$ cat config.mk
export PLATFORM = sky130hd
export DESIGN_NAME = op_sequencer
export DESIGN_NICKNAME = d
export VERILOG_FILES = /design/src/rtl/seq_pkg.sv /design/src/rtl/operand_slots.sv /design/src/rtl/op_sequencer.sv
export SDC_FILE = /design/constraint.sdc
export NUM_CORES = 1
export LEC_CHECK = 0
export CORE_ASPECT_RATIO = 0.6
export CORE_UTILIZATION = 40
export DETAILED_ROUTE_END_ITERATION = 10
export HOLD_SLACK_MARGIN = 0.08
export PLACE_DENSITY = 0.76
export SLEW_MARGIN = 15
export SYNTH_ARGS = -nofsm -noshare
export SYNTH_HDL_FRONTEND = slang
export SYNTH_SLANG_ARGS = --single-unit
$ cat constraint.sdc
create_clock -name clk -period 4.5 [get_ports clk]
set_input_delay 0.9 -clock clk [delete_from_list [all_inputs] [get_ports clk]]
set_output_delay 0.9 -clock clk [all_outputs]
set_load 0.03 [all_outputs]
$ cat src/rtl/seq_pkg.sv
// Shared types and constants for the accumulator-core execution sequencer.
package seq_pkg;

  // Sequencer FSM encoding, also visible on the state_dbg port.
  typedef enum logic [1:0] {
    IDLE     = 2'd0,
    EXEC     = 2'd1,
    MEM_WAIT = 2'd2,
    WB       = 2'd3
  } seq_state_t;

  // Sticky error codes reported on err.
  localparam logic [1:0] ERR_NONE      = 2'b00;
  localparam logic [1:0] ERR_UNDERFLOW = 2'b01;
  localparam logic [1:0] ERR_OVERFLOW  = 2'b10;
  localparam logic [1:0] ERR_MEM_TMO   = 2'b11;

  // Number of occupied operand slots.
  function automatic logic [1:0] count_valids(input logic [2:0] v);
    return {1'b0, v[0]} + {1'b0, v[1]} + {1'b0, v[2]};
  endfunction

endpackage

$ cat src/rtl/operand_slots.sv
// Three-entry operand collector: pushes fill r0, r1, r2 in order; clear
// empties every slot at once and wins over a push in the same cycle.
module operand_slots
  import seq_pkg::*;
#(
  parameter int DW = 8
) (
  input  logic          clk,
  input  logic          reset,
  input  logic          push,
  input  logic          clear,
  input  logic [DW-1:0] push_data,
  output logic [DW-1:0] r0,
  output logic [DW-1:0] r1,
  output logic [DW-1:0] r2,
  output logic [2:0]    valid,
  output logic [1:0]    count,
  output logic          full
);

  assign count = count_valids(valid);
  assign full  = &valid;

  // Slot storage: a push lands in the lowest-numbered empty slot.
  always_ff @(posedge clk) begin
    if (reset || clear) begin
      r0    <= '0;
      r1    <= '0;
      r2    <= '0;
      valid <= 3'b000;
    end else if (push && !full) begin
      if (!valid[0]) begin
        r0       <= push_data;
        valid[0] <= 1'b1;
      end else if (!valid[1]) begin
        r1       <= push_data;
        valid[1] <= 1'b1;
      end else begin
        r2       <= push_data;
        valid[2] <= 1'b1;
      end
    end
  end

endmodule

$ cat src/rtl/op_sequencer.sv
// Multi-cycle execution sequencer for the 8-bit accumulator core.
// Collects PUT operands, then walks each OP through EXEC, an optional
// MEM_WAIT and WB, retiring it with exactly one pc_adv or absjump_en pulse.
//
// Handshake: the memory side holds mem_rd_en/mem_wr_en high for every
// MEM_WAIT cycle; the access completes on the first rising edge where
// mem_ready is sampled high together with the enable. Instruction inputs
// (putEn/opEn/value/op_nargs) are only looked at in IDLE; the OP flags must
// stay stable until busy drops.
module op_sequencer
  import seq_pkg::*;
#(
  parameter int DW      = 8,
  parameter int PCW     = 12,
  parameter int MEM_TMO = 15
) (
  input  logic           clk,
  input  logic           reset,
  input  logic           putEn,
  input  logic           opEn,
  input  logic [DW-1:0]  value,
  input  logic [1:0]     op_nargs,
  input  logic           regWriteFlag,
  input  logic           memWriteFlag,
  input  logic           memToRegFlag,
  input  logic           branchFlag,
  input  logic           aluBranchFlag,
  input  logic           mem_ready,
  input  logic [PCW-1:0] prog_ctr,
  output logic [DW-1:0]  r0,
  output logic [DW-1:0]  r1,
  output logic [DW-1:0]  r2,
  output logic           r0_valid,
  output logic           r1_valid,
  output logic           r2_valid,
  output logic           rf_wr_en,
  output logic           mem_wr_en,
  output logic           mem_rd_en,
  output logic           pc_adv,
  output logic           absjump_en,
  output logic [PCW-1:0] target,
  output logic           busy,
  output logic [1:0]     err,
  output logic [1:0]     state_dbg
);

  seq_state_t     state_q, state_d;
  logic [3:0]     tmo_cnt_q, tmo_cnt_d;
  logic           cond_q, cond_d;
  logic           pc_adv_q, pc_adv_d;
  logic [1:0]     err_q, err_d;
  logic [PCW-1:0] target_q, target_d;

  logic           slot_push;
  logic           slot_clear;
  logic [2:0]     slot_valid;
  logic [1:0]     slot_count;
  logic           slot_full;
  logic           mem_op;
  logic           take_in_wb;
  logic [PCW-1:0] jump_sum;

  operand_slots #(.DW(DW)) u_slots (
    .clk       (clk),
    .reset     (reset),
    .push      (slot_push),
    .clear     (slot_clear),
    .push_data (value),
    .r0        (r0),
    .r1        (r1),
    .r2        (r2),
    .valid     (slot_valid),
    .count     (slot_count),
    .full      (slot_full)
  );

  assign mem_op = memToRegFlag | memWriteFlag;

  // Branch target: PC plus sign-extended r0, wrapping at PCW bits.
  assign jump_sum = prog_ctr + {{(PCW-DW){r0[DW-1]}}, r0};

  // Next-state, slot control and error logic.
  always_comb begin
    state_d    = state_q;
    tmo_cnt_d  = tmo_cnt_q;
    cond_d     = cond_q;
    pc_adv_d   = 1'b0;
    err_d      = err_q;
    target_d   = target_q;
    slot_push  = 1'b0;
    slot_clear = 1'b0;
    case (state_q)
      IDLE: begin
        if (opEn) begin
          // A PUT arriving together with an OP is a control conflict.
          if (putEn) err_d = ERR_OVERFLOW;
          if (slot_count < op_nargs) begin
            err_d      = ERR_UNDERFLOW;
            slot_clear = 1'b1;
            pc_adv_d   = 1'b1;
          end else begin
            state_d = EXEC;
          end
        end else if (putEn) begin
          pc_adv_d = 1'b1;
          if (slot_full) err_d = ERR_OVERFLOW;
          else           slot_push = 1'b1;
        end
      end
      EXEC: begin
        cond_d    = aluBranchFlag;
        tmo_cnt_d = 4'd0;
        if (mem_op) begin
          state_d = MEM_WAIT;
        end else begin
          state_d = WB;
          if (branchFlag && aluBranchFlag) target_d = jump_sum;
        end
      end
      MEM_WAIT: begin
        if (mem_ready) begin
          state_d = WB;
          if (branchFlag && cond_q) target_d = jump_sum;
        end else if (tmo_cnt_q == 4'(MEM_TMO - 1)) begin
          err_d      = ERR_MEM_TMO;
          slot_clear = 1'b1;
          pc_adv_d   = 1'b1;
          state_d    = IDLE;
        end else begin
          tmo_cnt_d = tmo_cnt_q + 4'd1;
        end
      end
      WB: begin
        slot_clear = 1'b1;
        state_d    = IDLE;
      end
      default: state_d = IDLE;
    endcase
  end

  // Sequencer state registers.
  always_ff @(posedge clk) begin
    if (reset) begin
      state_q   <= IDLE;
      tmo_cnt_q <= 4'd0;
      cond_q    <= 1'b0;
      pc_adv_q  <= 1'b0;
      err_q     <= ERR_NONE;
      target_q  <= '0;
    end else begin
      state_q   <= state_d;
      tmo_cnt_q <= tmo_cnt_d;
      cond_q    <= cond_d;
      pc_adv_q  <= pc_adv_d;
      err_q     <= err_d;
      target_q  <= target_d;
    end
  end

  // WB retires either by jump or by PC increment, never both.
  assign take_in_wb = (state_q == WB) && branchFlag && cond_q;

  assign rf_wr_en   = (state_q == WB) && regWriteFlag;
  assign absjump_en = take_in_wb;
  assign pc_adv     = pc_adv_q | ((state_q == WB) && !take_in_wb);
  assign mem_rd_en  = (state_q == MEM_WAIT) && memToRegFlag;
  assign mem_wr_en  = (state_q == MEM_WAIT) && memWriteFlag;
  assign target     = target_q;
  assign busy       = (state_q != IDLE);
  assign err        = err_q;
  assign state_dbg  = state_q;
  assign r0_valid   = slot_valid[0];
  assign r1_valid   = slot_valid[1];
  assign r2_valid   = slot_valid[2];

endmodule

==> key figures <==
Run status
  – Outcome: finished, final reports clean

Synth
  – Largest family of logic cells by synthesized area: simple AND/OR/NAND/NOR gates
  – Ys async rst share: 0%
  – Adder-Cell Fraction of Synth Area: 10.2%
  – Synth Area in XOR/XNOR: 2.02%
  – Post-synth top flop: dfxtp_1
  – Share of the synthesized area in the top cell type: 37.7%
  – Synth area leaders: dfxtp_1, mux2i_1, ha_1
  – Yosys top cell by area: dfxtp_1
  – Netlist cell types: 50
  – Compound-gate portion of the synthesized area: 14.9%
  – Seq cells post-synth: 49
  – Post-synth EDFFs: 0
  – Post-Synth Simple-Gate Area: 21.2%
  – Syn nets: 348
  – Post-synthesis cell area: 2600 µm²
  – Synth Warn #: 0
  – Multiplexer area fraction after synthesis: 10.1%
  – Syn Inst Count: 296
  – Synthesized area per cell: 8.78 µm²
  – Sequential fraction of the synthesis area: 37.7%

Critical path
  – Critical Path AT: 2270 ps
  – Peak fanout along the critical path: 4
  – CP endpoint kind: output port
  – Crit path kind: input port to output port
  – Startpoint types: input port
  – WP data required: 3600 ps
  – Reg2Reg Depth: 10

Global routing
  – GRT Util Overall: 20.5%
  – Largest net degree at the start of global routing: 28
  – Number of global-route vias before repair: 2,350
  – Antenna violations before repair: 0
  – Grt total ovfl: 0
  – First-pass GRT wire length: 11,200 µm

Layout
  – Fillcell total: 589
  – Design area: 3600 µm²
  – Nets: 426
  – Most frequent cells in the layout: clkdlybuf4s50_1, dfxtp_1, nor2_1
  – Area growth, synth to finish: 38.4%
  – Proportion of layout cells with a drive suffix above 1: 4.27%
  – Register area: 981 µm²
  – ANT cells: 0
  – Commonest non-fill, non-tap cell in the layout: clkdlybuf4s50_1
  – Area of the multi-input gates: 1520 µm²

Timing
  – RSZ-0062 raised after global routing: no
  – Setup violators final: 0
  – Fmax: 0.315 GHz
  – Hold slack: 458 ps
  – Max-slew violation count: 0
  – Part of the cycle the worst path needs: 70.4%
  – Tightest Pin Transition: 1060 ps
  – Setup tns final: 0 ps
  – Setup ws final: 1330 ps
  – Skew final: 12.5 ps
  – Slew headroom: 29.1%
  – Final Hold Vio Count: 0
  – Period minus WS final: 3170 ps

Clock tree
  – Clock latency on the worst-skew pair: 310 ps
  – Post-CTS setup buffers: 0
  – Hold_buf cts: 0
  – Clk slew on worst S/H paths: 100 ps
  – Num CTS Buffers: 5
  – Post-CTS Resized: 0
  – CTS tree: yes
  – Root buf cell: clkbuf_8
  – Clk sinks: 49
  – Clk buf depth: 2
  – H-tree level count: 2

Place
  – Dpl cell area: 3480 µm²
  – IO buf count: 80
  – GPL Wtd Cong: 0.822
  – Place WS: 1340 ps
  – Post-detail-place hpwl: 5100 µm

Drt
  – Routed Antenna Nets: 0
  – WL/cell: 14.7 µm
  – Vias per inst: 5.27
  – Initial DRC count: 62
  – DRT Wirelength: 6760 µm
  – Routed via count: 2,419
  – Drt first pass iters: 4
  – Residual DRC count: 0

Power and ir drop
  – P_leak: 1.33 nW
  – Max VDD drop: 253 µV
  – Power per cell area: 451 nW/µm²

Floorplanning
  – Die area: 6840 µm²
  – Die Width: 106 µm
  – Initial Util: 42.0%
  – Core area: 6190 µm²
  – I/O pins: 81
  – Die Y: 64.5 µm
  – FP Rows: 22

Hold path
  – Worst Hold Depth: 2
  – Hold crit path type: flop to flop

Flow run
  – Maxcap violations: 0
critical path, stage by stage:
cell	delay, ps
clkdlybuf4s50_1	530
and3_1	170
clkdlybuf4s50_1	670
sequential cells by signal, indices dropped and copies added, names as in the netlist:
signal	cells
tmo_cnt_q	4
u_slots.r0	8
u_slots.valid	3
pc_adv_q	1
u_slots.r2	8
cond_q	1
u_slots.r1	8
err	2
state_dbg	2
target	12
cell type report:
cell class | count | share of cell area [%]
Clock buffer | 6 | 2.29
Clock inverter | 2 | 1.04
Inverter | 14 | 1.46
Multi-Input combinational cell | 222 | 42.4
Sequential cell | 49 | 27.3
Tap cell | 84 | 2.92
Timing Repair Buffer | 82 | 22.7
kinds of logic after synthesis:
group	after synthesis
buffers and inverters	25
multiplexers	26
flip-flops	49
adder cells (fa/ha/maj)	20
XOR/XNOR	6
AND/OR/NAND/NOR	114
AO/OA/AOI/OAI	56
layer usage:
layer  track usage [%]  part of all wire (%)
met1              28.2                    51
met2              32.4                    43
met3              6.44                   4.9
met4              2.78                  0.77
met5                 0                     0
cell usage after synthesis (4+ instances only):
cell	n
a21oi_1	18
and2_1	5
and3_1	5
buf_2	5
clkbuf_1	6
dfxtp_1	49
ha_1	18
inv_1	14
mux2i_1	25
nand2_1	26
nand3_1	11
nor2_1	36
nor2b_1	4
nor3_1	10
o21ai_0	5
or3_1	4
power breakdown:
part	switching, W	total [W]	leakage, nW	internal, W
Combinational	0.000435	0.000733	0.872	0.000299
Clock	0.000156	0.000337	0.0574	0.000181
Sequential	0.0000488	0.000551	0.398	0.000502
metrics by stage:
step,power (W),util [%],instances
finish,0.00162,58.1,459
global route,0.00172,58.1,459
CTS,0.00163,58.1,459
detailed placement,0.00129,56.2,451
global placement,0.00128,56.2,451
floorplan,0.00102,-,296
worst paths after layout:
kind / end / start / slack, ps
setup / recovery: absjump_en / branchFlag / 1330
hold / removal: target[5]$_SDFFE_PP0P_ / target[5]$_SDFFE_PP0P_ / 460
setup reg to reg: u_slots.r1[1]$_SDFFE_PP0P_ / u_slots.valid[0]$_SDFFE_PP0N_ / 1960
hold reg to reg: target[5]$_SDFFE_PP0P_ / target[5]$_SDFFE_PP0P_ / 460
Power figures use the tool's default switching activity.
